### src/rtl/rvv_alu_sequencer.sv
// Vector ALU sequencer: walks an RVV arithmetic op across the vector register,
// issuing one ALU beat per cycle (element chunk by element chunk, S elements per step).
//
// Ports
//   clk, resetn                       clock, asynchronous active-low reset
//   start, kill                       launch request (IDLE only), abort of a running op
//   opcode, vsew, vl, nb_lanes        op configuration, latched at start
//   instr_valid                       ALU supports the opcode, sampled with start
//   alu_opcode/alu_vsew/alu_nb_lanes  latched configuration driven to the ALU lanes
//   alu_run                           ALU evaluate enable, high on every RUN beat
//   byte_i, in_reg_offset             base element index and chunk index of the beat
//   lane_en                           per-lane write enable for the beat
//   busy, done, err                   op in flight, completion pulse, error qualifier
module rvv_alu_sequencer #(
    parameter logic [9:0] VLEN       = 10'd128,
    parameter logic [2:0] LANE_WIDTH = 3'b011
) (
    input  logic       clk,
    input  logic       resetn,
    input  logic       start,
    input  logic       kill,
    input  logic [5:0] opcode,
    input  logic [2:0] vsew,
    input  logic [9:0] vl,
    input  logic [1:0] nb_lanes,
    input  logic       instr_valid,
    output logic [5:0] alu_opcode,
    output logic [2:0] alu_vsew,
    output logic [1:0] alu_nb_lanes,
    output logic       alu_run,
    output logic [9:0] byte_i,
    output logic [3:0] in_reg_offset,
    output logic [3:0] lane_en,
    output logic       busy,
    output logic       done,
    output logic       err
);

    localparam int unsigned LANES = 4;

    typedef enum logic [1:0] {
        IDLE = 2'd0,
        RUN  = 2'd1,
        FIN  = 2'd2
    } state_t;

    state_t     state_q, state_n;
    logic [9:0] vl_q, vl_n;
    logic [9:0] byte_n;
    logic [3:0] off_n;
    logic [3:0] lane_n;
    logic [5:0] op_n;
    logic [2:0] sew_n;
    logic [1:0] nb_n;
    logic       run_n, busy_n, done_n, err_n;

    // Start qualification on the live inputs
    logic [3:0] sew_shift;
    logic [9:0] vl_max;
    logic       cfg_ok;

    always_comb begin
        sew_shift = {2'b00, vsew[1:0]} + 4'd3;
        vl_max    = VLEN >> sew_shift;
        cfg_ok    = (vsew <= 3'd3) && instr_valid && (vl <= vl_max);
    end

    // Beat bookkeeping on the latched configuration
    logic [3:0]  log2_c;
    logic [7:0]  c_last;
    logic        chunk_last;
    logic [10:0] step_sz;
    logic [10:0] next_base;
    logic        op_end;

    always_comb begin
        // Elements narrower than a lane take one chunk; wider ones are split into 2^k chunks
        if (({1'b0, alu_vsew} + 4'd3) <= {1'b0, LANE_WIDTH}) begin
            log2_c = 4'd0;
        end else begin
            log2_c = {1'b0, alu_vsew} + 4'd3 - {1'b0, LANE_WIDTH};
        end
        c_last     = (8'd1 << log2_c) - 8'd1;
        chunk_last = ({4'd0, in_reg_offset} == c_last);
        step_sz    = 11'd1 << alu_nb_lanes;
        // 11-bit sum so the end test cannot be fooled by byte_i wrapping
        next_base  = {1'b0, byte_i} + step_sz;
        op_end     = (next_base >= {1'b0, vl_q});
    end

    // Next state and next registered outputs
    always_comb begin
        state_n = state_q;
        byte_n  = byte_i;
        off_n   = in_reg_offset;
        op_n    = alu_opcode;
        sew_n   = alu_vsew;
        nb_n    = alu_nb_lanes;
        vl_n    = vl_q;
        err_n   = 1'b0;
        lane_n  = 4'd0;

        case (state_q)
            IDLE: begin
                if (start) begin
                    byte_n = 10'd0;
                    off_n  = 4'd0;
                    if (!cfg_ok) begin
                        state_n = FIN;
                        err_n   = 1'b1;
                    end else begin
                        op_n    = opcode;
                        sew_n   = vsew;
                        nb_n    = nb_lanes;
                        vl_n    = vl;
                        state_n = (vl == 10'd0) ? FIN : RUN;
                    end
                end
            end
            RUN: begin
                // Kill wins over the beat advance
                if (kill) begin
                    state_n = IDLE;
                    byte_n  = 10'd0;
                    off_n   = 4'd0;
                end else if (chunk_last) begin
                    off_n = 4'd0;
                    if (op_end) begin
                        state_n = FIN;
                    end else begin
                        byte_n = next_base[9:0];
                    end
                end else begin
                    off_n = in_reg_offset + 4'd1;
                end
            end
            FIN: begin
                state_n = IDLE;
            end
            default: begin
                state_n = IDLE;
            end
        endcase

        run_n  = (state_n == RUN);
        busy_n = run_n;
        done_n = (state_n == FIN);

        // Lane L writes when its element exists and the lane is part of the step
        for (int l = 0; l < int'(LANES); l++) begin
            lane_n[l] = run_n
                        && (({1'b0, byte_n} + 11'(l)) < {1'b0, vl_n})
                        && (4'(l) < (4'd1 << nb_n));
        end
    end

    // State and output registers
    always_ff @(posedge clk or negedge resetn) begin
        if (!resetn) begin
            state_q       <= IDLE;
            byte_i        <= 10'd0;
            in_reg_offset <= 4'd0;
            alu_opcode    <= 6'd0;
            alu_vsew      <= 3'd0;
            alu_nb_lanes  <= 2'd0;
            vl_q          <= 10'd0;
            alu_run       <= 1'b0;
            lane_en       <= 4'd0;
            busy          <= 1'b0;
            done          <= 1'b0;
            err           <= 1'b0;
        end else begin
            state_q       <= state_n;
            byte_i        <= byte_n;
            in_reg_offset <= off_n;
            alu_opcode    <= op_n;
            alu_vsew      <= sew_n;
            alu_nb_lanes  <= nb_n;
            vl_q          <= vl_n;
            alu_run       <= run_n;
            lane_en       <= lane_n;
            busy          <= busy_n;
            done          <= done_n;
            err           <= err_n;
        end
    end

endmodule

### config.mk
export PLATFORM = sky130hd
export DESIGN_NAME = rvv_alu_sequencer
export DESIGN_NICKNAME = d
export VERILOG_FILES = /design/src/rtl/rvv_alu_sequencer.sv
export SDC_FILE = /design/constraint.sdc
export NUM_CORES = 1
export LEC_CHECK = 0
export CORE_MARGIN = 2
export CORE_UTILIZATION = 55
export CTS_CLUSTER_DIAMETER = 200
export CTS_CLUSTER_SIZE = 24
export DETAILED_ROUTE_END_ITERATION = 10
export HOLD_SLACK_MARGIN = 0.03
export PLACE_DENSITY = 0.92
export SETUP_SLACK_MARGIN = 0.3
export SYNTH_ARGS = -nofsm -noshare
export SYNTH_HDL_FRONTEND = slang
export SYNTH_SLANG_ARGS = --single-unit
### constraint.sdc
create_clock -name clk -period 7 [get_ports clk]
set_input_delay 1.4 -clock clk [delete_from_list [all_inputs] [get_ports clk]]
set_output_delay 1.4 -clock clk [all_outputs]
set_load 0.03 [all_outputs]
==> implementation parameters <==
Parameter                              Value

Global route
  Initial antenna violation count ... 0
  First-pass GRT wire length ... about 17000 um
  Residual overflow from global routing ... 0
  Tot GR Track Use ... 0.282
  Largest net degree at the start of global routing ... 45
  Vias in the first global route ... 3422

Final layout
  Cell area after layout ... 4680 sq um
  Synth-to-layout area growth ... 20.1%
  Number of nets in the layout ... ~570
  Non-filler instance count after layout ... 581
  Antenna diode count ... 0
  Layout cell share with drive strength beyond 1 ... 0.0825
  Post-layout util ... 0.685

Timing
  Post-Route Setup TNS ... 0 ns
  Final max-slew violation count ... 0
  Worst-case hold slack ... around 0.52 ns
  Final setup margin ... approximately 0.71 ns
  Final number of hold-violating endpoints ... 0
  Unrepaired setup endpoints after global routing ... false
  Final critical-path required period ... about 6.3 ns
  Slew margin rel. ... 0.356
  Number of failing setup endpoints in the final timing report ... 0
  Share of the clock period used by the worst path after layout ... 0.899
  Transition time of the tightest slew-check pin ... just under 1 ns
  Worst clock skew on the final layout ... slightly below 0.006 ns
  Max Clock Freq ... ~0.16 GHz

Drt
  Number of iterations in the first detailed-routing pass ... 6
  Final routed wirelength across all metal layers ... roughly 11000 um
  Number of remaining DRC errors ... 0
  Detailed-route vias per instance ... roughly 6.1
  Via count ... approximately 3.6k
  Average wire length per cell after detail routing ... between 15 and 20 um
  Routed Antenna Nets ... 0
  Drt first-iter violations ... ~260

Yosys
  Post-synth ARST share ... 1.00
  Number of enable flip-flop cells after synthesis ... 0
  Count of distinct cell types in the synthesized netlist ... 68
  Top cells by area, synth ... dfrtp_1 28%, ha_1 19%, xnor2_1 6.1%
  Post-synthesis net count ... a little over 500
  Cell taking the most area after synthesis ... dfrtp_1
  Total of flip-flops plus latches after synthesis ... 44
  Predominant post-synthesis flop cell ... dfrtp_1
  Post-Syn Area ... 3900 sq um
  Yosys warning total ... 0
  Sequential-to-total area share from yosys stat ... 0.283
  Share of the synthesized area in the top cell type ... 0.283
  Synthesized area per cell ... just over 9 sq um
  Instance count of the mapped netlist ... ~430

Clock network
  Number of H-tree levels ... 2
  Total clock sinks ... 44
  Post-CTS Hold Fix Bufs ... 0
  CTS Root Cell ... clkbuf_8
  Clock edge transition at the registers on the reported setup and hold paths ... ~0.090 ns
  CTS tree ... built
  Source-to-sink clock delay at the later pin of the worst-skew pair ... ~0.3 ns
  Number of setup buffers added after CTS ... 0
  Maximum buffer depth of the clock tree ... 2
  Number of buffers inserted during clock tree synthesis ... 5

Min path
  Hold Path Origin ... alu_opcode[2]
  Path class of the lowest-slack min-delay path ... flop to flop

Run
  Number of max-capacitance violations reported ... 0

Place
  Port bufs ... a little under 60
  Detailed Place HPWL ... approximately 8200 um
  Instance count after placement with tap cells included ... 573
  DP Worst Slack ... approximately 0.73 ns
  DP Area ... between 4000 and 5000 sq um
  Routability Congestion ... just under 1

Floorplanning
  Core area ... about 7000 sq um
  Die Y ... 88.2 um
  Full die area ... just under 8000 sq um
  Initial core utilization ... 0.571
  # rows ... 30
  Die span in x ... between 80 and 90 um
  Top Ports ... 59

Setup path
  Master of the slowest instance on the critical path ... dfrtp_1
  Max FO, Critical Path ... 8
  Critical Path AT ... 6.52 ns
  Critical path start-end classification ... flop to flop
  CP Launch Type ... flop
  Data required time at the worst endpoint ... 7.22 ns
  Origin of the critical flop-to-flop path ... alu_nb_lanes[0]
  First element of the critical path ... alu_nb_lanes[0]
  Worst Setup End Kind ... flop
  Max incr delay on CP ... between 0.4 and 0.5 ns

Power
  Design Power ... just over 0.5 mW
  Power per cell area ... ~110 nW/um^2
  Leakage ... 2.33 nW
  IR Drop Worst-Case VDD ... slightly below 0.06 mV

Status
  Status ... completed
metal layers:
layer | share of wire | GRT usage | vias up | wire length [um]
li1 | - | - | 1647 | -
met1 | 0.40 | 0.372 | 1711 | 4230
met3 | 0.080 | 0.0349 | 28 | 846
met5 | 0 | 0 | - | 0
met2 | 0.50 | 0.485 | 169 | 5270
met4 | 0.021 | 0.0813 | 0 | 225
where the power goes:
group          internal, mW  switching, mW
Clock                0.0709         0.0946
Combinational        0.0361         0.0437
Sequential            0.259        0.00384
Total                 0.366          0.142
synth_stat cells, types with 3 or more instances:
library cell and n:
ha_1 60, dfrtp_1 44, inv_1 37, nand2_1 33, xnor2_1 27, a21oi_1 23, nor2_1 16, o21ai_0 16
a21o_1 13, nand3_1 13, nor2b_1 11, mux2_2 10, nand2b_1 8, nand4_1 7, nor3_1 7, xor2_1 7
and2_1 6, and3_1 5, clkbuf_1 5, mux2i_1 4, o31a_1 4, a211oi_1 3, a31oi_1 3, a32o_1 3
layout make-up:
cell class / instances / area, sq um
clock buffer: 5 / 68.8
clock inverter: 3 / 21.3
fill: 515 / 2150
inverter: 37 / 139
multi-input combinational: 333 / 2620
sequential: 44 / 1100
tap: 96 / 120
timing repair buffer: 63 / 613
placed cells by master (no fill, tap or decap), types with 3 or more instances in the layout:
cell,count
a211oi_1,3
a21o_1,13
a21oi_1,23
a31oi_1,3
a32o_1,3
and2_1,6
and3_1,5
buf_4,5
clkbuf_8,5
clkdlybuf4s50_1,57
dfrtp_1,44
ha_1,59
inv_1,37
mux2_2,10
mux2i_1,4
nand2_1,33
nand2b_1,8
nand3_1,13
nand4_1,7
nor2_1,16
nor2b_1,10
nor3_1,7
o21ai_0,16
o31a_1,4
xnor2_1,27
xor2_1,7
registers in the layout, indices dropped and copies added, names as in the netlist:
register	flops
alu_opcode	6
state_q	2
vl_q	10
byte_i	10
done	1
busy	1
in_reg_offset	4
lane_en	4
err	1
alu_nb_lanes	2
alu_vsew	3
cells by family (layout without fill, tap and decap cells):
family / after synthesis / in the layout / synth area share
compound gates: 97 / 97 / 0.176
xor+xnor: 34 / 34 / 0.0764
fa+ha+maj: 61 / 61 / 0.198
buf+inv: 48 / 108 / 0.0498
flops: 44 / 44 / 0.283
mux: 14 / 14 / 0.0392
simple gates: 127 / 127 / 0.178
final timing paths:
kind	to	slack, ns	depth (start not counted)
setup reg to reg	lane_en[3]	0.71	29
setup / recovery	lane_en[3]	0.71	29
hold / removal	alu_opcode[2]	0.52	1
max in group asynchronous	vl_q[7]	5.16	1
min in group asynchronous	alu_opcode[0]	1.24	1
hold reg to reg	alu_opcode[2]	0.52	1
what timing repair did:
action                                  4_1_cts  5_1_grt
endpoints found under the hold margin         0        0
resized for setup                             0        5
endpoints found under the setup margin        0        3
critical path: cells and delay by family, from the launching register on:
kind,cells,cell delay [ns]
compound gates,15,3.27
xor+xnor,2,0.41
fa+ha+maj,4,1.06
buf+inv,2,0.23
flops,1,0.43
simple gates,6,0.81
No activity file was read; power rests on OpenSTA's default activity.
